--- src/rtl/decoder_3_8_pkg.sv ---
// decoder_3_8_pkg: shared widths, enable code and idle output value
// OUT_IDLE flips to 8'h00 when DECODER_3_8_ACTIVE_HIGH_EN is defined
package decoder_3_8_pkg;
    localparam int SEL_W = 3;
    localparam int OUT_W = 8;
    localparam logic [2:0] EN_ACTIVE = 3'b100;
`ifdef DECODER_3_8_ACTIVE_HIGH_EN
    localparam logic [OUT_W-1:0] OUT_IDLE = 8'h00;
`else
    localparam logic [OUT_W-1:0] OUT_IDLE = 8'hFF;
`endif
endpackage

--- src/rtl/decoder_3_8_core.sv ---
// decoder_3_8_core: combinational enable check and one-hot line decode
// polarity follows DECODER_3_8_ACTIVE_HIGH_EN (active-low lines by default)
module decoder_3_8_core
    import decoder_3_8_pkg::*;
(
    input  logic [2:0]       en,
    input  logic [SEL_W-1:0] data_in,
    output logic [OUT_W-1:0] dec,
    output logic             valid
);
    logic [OUT_W-1:0] one_hot;
    assign valid   = en == EN_ACTIVE;
    assign one_hot = OUT_W'(1) << data_in;
`ifdef DECODER_3_8_ACTIVE_HIGH_EN
    assign dec = valid ? one_hot : OUT_IDLE;
`else
    assign dec = valid ? ~one_hot : OUT_IDLE;
`endif
endmodule

--- src/rtl/decoder_3_8.sv ---
// decoder_3_8: registered 74x138-style 3-to-8 decoder with async active-low reset
// output polarity selectable with DECODER_3_8_ACTIVE_HIGH_EN
module decoder_3_8
    import decoder_3_8_pkg::*;
(
    input  logic             clk,
    input  logic             rst_n,
    input  logic [2:0]       en,
    input  logic [SEL_W-1:0] data_in,
    output logic [OUT_W-1:0] data_out,
    output logic             out_valid
);
    logic [OUT_W-1:0] dec;
    logic             valid;
    decoder_3_8_core u_core (
        .en      (en),
        .data_in (data_in),
        .dec     (dec),
        .valid   (valid)
    );
    always_ff @(posedge clk or negedge rst_n) begin
        if (!rst_n) begin
            data_out  <= OUT_IDLE;
            out_valid <= 1'b0;
        end else begin
            data_out  <= dec;
            out_valid <= valid;
        end
    end
endmodule

--- config.mk ---
export PLATFORM = sky130hd
export DESIGN_NAME = decoder_3_8
export DESIGN_NICKNAME = d
export VERILOG_FILES = /design/src/rtl/decoder_3_8_pkg.sv /design/src/rtl/decoder_3_8_core.sv /design/src/rtl/decoder_3_8.sv
export SDC_FILE = /design/constraint.sdc
export NUM_CORES = 1
export LEC_CHECK = 0
export ABC_AREA = 1
export CAP_MARGIN = 20
export CORE_AREA = 2 2 39 41
export DETAILED_ROUTE_END_ITERATION = 8
export DIE_AREA = 0 0 41 43
export PLACE_DENSITY = 0.63
export REMOVE_ABC_BUFFERS = 1
export SETUP_SLACK_MARGIN = 0.02
export SYNTH_ARGS = -nofsm -noshare
export SYNTH_HDL_FRONTEND = slang
export SYNTH_SLANG_ARGS = --single-unit
export TNS_END_PERCENT = 20
--- constraint.sdc ---
create_clock -name clk -period 0.8 [get_ports clk]
set_input_delay 0.16 -clock clk [delete_from_list [all_inputs] [get_ports clk]]
set_output_delay 0.16 -clock clk [all_outputs]
set_load 0.01 [all_outputs]
=== After elaboration in Yosys (flattened, before gate mapping) ===
Index checks and enable logic that the tools add are counted.

* Bitwise gates (word level): 1
* Eq/ne operators: 1
* Mux-type cells: 1
* Shift-type cells: 1

{| class="wikitable"
|+ Operator list
! cell !! number
|-
| $mux 8 || 1
|-
| $not 8->8 || 1
|-
| $shl 1x3->8 const A || 1
|-
| $eq 3x3->1 const B || 1
|}

* Register bits after elaboration: 9
* Output and inout bits: 9

=== Depth between registers and ports, before layout ===
* Depth after elaboration: 3
* Mapped depth: 4

=== Modules after synthesis ===
Synthesis repeated with hierarchy kept, for this count alone.

* Cell total of the unflattened synthesis: 35
* Area, all modules: 342.8 um2

{| class="wikitable"
|+ By module, submodules not included
! module !! cells each !! times used !! area an instance (um2)
|-
| decoder_3_8 || 9 || 1 || 235.2
|-
| decoder_3_8_core || 26 || 1 || 107.6
|}

=== Worst setup path before layout ===
OpenSTA, ideal clock, no wires.

* Path type: register to output
* Start: reg data_out[0]
* End: out data_out[0]
* Arrival: 0.520 ns
* Slack: 0.120 ns
* Cell stages (with the launch flop): 1
* Cell sequence: dfstp_2

{| class="wikitable"
|+ RTL lines
! what !! RTL line !! text
|-
| start, declared || decoder_3_8.sv:10 || <nowiki>output logic [OUT_W-1:0] data_out,</nowiki>
|-
| start signal, assigned || decoder_3_8.sv:23 || <nowiki>data_out <= OUT_IDLE;</nowiki>
|-
| start signal, assigned || decoder_3_8.sv:26 || <nowiki>data_out <= dec;</nowiki>
|}

No word-level cell between the ends.

=== Worst setup path in the final report ===
* Start: reg data_out[0]
* End: out data_out[0]

No word-level cell between the ends.

==> metrics.cfg <==
[hold_path]
hold_path_end=out_valid$_DFF_PN0_
hp-class=input pin to flop
min_from=en[2]
hold_depth=3

[global_routing]
grt-ovfl-total=0
grt_pass1_vias=247
antenna_found_initial=0
grt_usage=0.0825
grt_pass1_wl_um=972
grt_max_degree=10

[synth]
yosysTopAreaCell=dfstp_2
yosys_warnings=0
synthArstFlopShare=1.00
synth-edff-count=0
synthTopCellsByCount=nand2_1 (12), dfstp_2 (8), nor2_1 (8), inv_1 (3)
ys_ff_latch=9
ys_types=8
syn_inst=35
seq_area_frac_synth=0.686
synth.most_common_cell=nand2_1
synthTopCellsByArea=dfstp_2 (61%), nand2_1 (13%), nor2_1 (8.8%), dfrtp_1 (7.3%), inv_1 (3.3%)
synth_top_area_frac=0.613
avgSynthCellArea_um2=9.80
netlist_area_um2=343
ys.flop_type=dfstp_2

[cts]
cts_hold_buf=0
cts_buffers=3
cts_root_buf=clkbuf_4
cts_setup_buffers=0
cts_tree=built
cts_buffer_depth=2
clock-sinks=9
path_clk_slew_ns=0.06
htreeDepth=1

[power_and_ir_drop]
power_density_nw_per_um2=1560
p_leak_nw=0.273
ir_drop_uv=541

[worst_setup_path]
cp_num_buf_inv=1
crit_required_ns=0.64
crit_cells=1
crit_family=flip-flops
critPathSlowestCell=dfstp_2
path_cells=buf_6
end_kind=primary output
start_kind=flop
critical_path.max_stage_delay_ns=0.52
worstSetupPathType=flop to primary output
worstPathMaxFanout=1
worst_ep_arrival_time_ns=0.87

[placement]
io_buffers=16
place_inst=68
gp_congestion=0.777
place_ws_ns=-0.378
place_hpwl_um=451

[layout]
stdcell_count=72
drive_gt1_frac=0.446
diodes=0
syn_to_final_growth_pct=68.6
fin_util=0.418
nets=65

[floorplanning]
die_x_um=41
die-area_um2=1760
io_pins=17
core_um2=1380
die_h_um=43
rows=14
start_util=0.248

[timing]
tns_ns=-1.89
setup_viol=9
worst_pin_slew_ns=0.197
slew-limit-headroom=0.868
post-route-period-util=1.28
period_needed_ns=1.03
timing.final.hold_violations=0
fmax_ghz=0.973
rsz0062_at_grt=yes
maxSlewViolCount=0
setup_ws_ns=-0.227

[detailed_routing]
viasPerCell=3.94
dr.pass1.iters=2
totalWireLength_um=559
via_count=284
drc=0
ant_nets=0
initialDrtViolationCount=2
post_drt_wl_per_cell_um=7.76

[run_status]
violations=setup timing
status=finished with violations

[flow_run]
drv_cap=0

[worst max path at each step]
stage	startpoint	end	slack [ns]
after floorplan	data_out[0]$_DFF_PN1_	data_out[0]	0.12
after global placement	data_out[7]$_DFF_PN1_	data_out[7]	-0.38
after detailed placement	data_out[2]$_DFF_PN1_	data_out[2]	-0.38
after CTS	data_out[1]$_DFF_PN1_	data_out[1]	-0.23
after global routing	data_out[0]$_DFF_PN1_	data_out[0]	-0.26
final	data_out[0]$_DFF_PN1_	data_out[0]	-0.23
[logic make-up (layout without fill, tap and decap cells)]
kind of cell / after synthesis / after routing / synth area share
buf+inv: 4 / 25 / 0.0438
flops: 9 / 9 / 0.686
simple gates: 22 / 22 / 0.270
[what timing repair did]
| action | 4_1_cts | 5_1_grt |
|---|---|---|
| hold endpoints to repair | 0 | 0 |
| gates resized for setup | 45 | 3 |
| pin swaps | 2 | 1 |
| endpoints found under the setup margin | 14 | 17 |
[cells in the final DEF (no fill, tap or decap), drive strengths merged]
master	count
inv	4
dlymetal6s2s	2
dfrtp	1
clkdlybuf4s50	4
nor2	9
nand2	13
clkbuf	4
dfstp	8
dlygate4sd2	1
buf	10
[metrics by stage]
stage          hold slack (ns)  power [mW]  instance area (um^2)
6_report                 0.203       0.903                   578
5_1_grt                  0.214       0.958                   578
4_1_cts                  0.237       0.921                   573
3_5_place_dp             0.495       0.582                   543
3_3_place_gp             0.497       0.580                   543
2_1_floorplan           -0.136       0.506                   343
[layer usage]
layer | global-route usage | wire length (um)
met1 | 0.108 | 232
met2 | 0.116 | 278
met4 | 0.0600 | 0
met3 | 0.0157 | 49
met5 | 0 | 0
[worst min-delay path, stage by stage]
cell and delay [ns]:
dlymetal6s2s_1 0.13, nand2_2 0.07, nor2_4 0.05
[registers in the layout, indices dropped and copies added, names as in the netlist]
name / count
data_out: 8
out_valid: 1
[cell type report]
class                   count  area [um^2]
well taps                  16         20.0
fillers                   146          806
multi-input cells          22         92.6
flip-flops and latches      9          235
inverters                   4         15.0
repair buffers             17          189
clock buffers               4         26.3
[report_power, final]
part	internal, mW	switching [mW]	total [mW]
Clock	0.191	0.141	0.332
Combinational	0.0549	0.0480	0.103
Sequential	0.466	0.00212	0.468
Total	0.712	0.191	0.903
No activity file was read; power rests on OpenSTA's default activity.
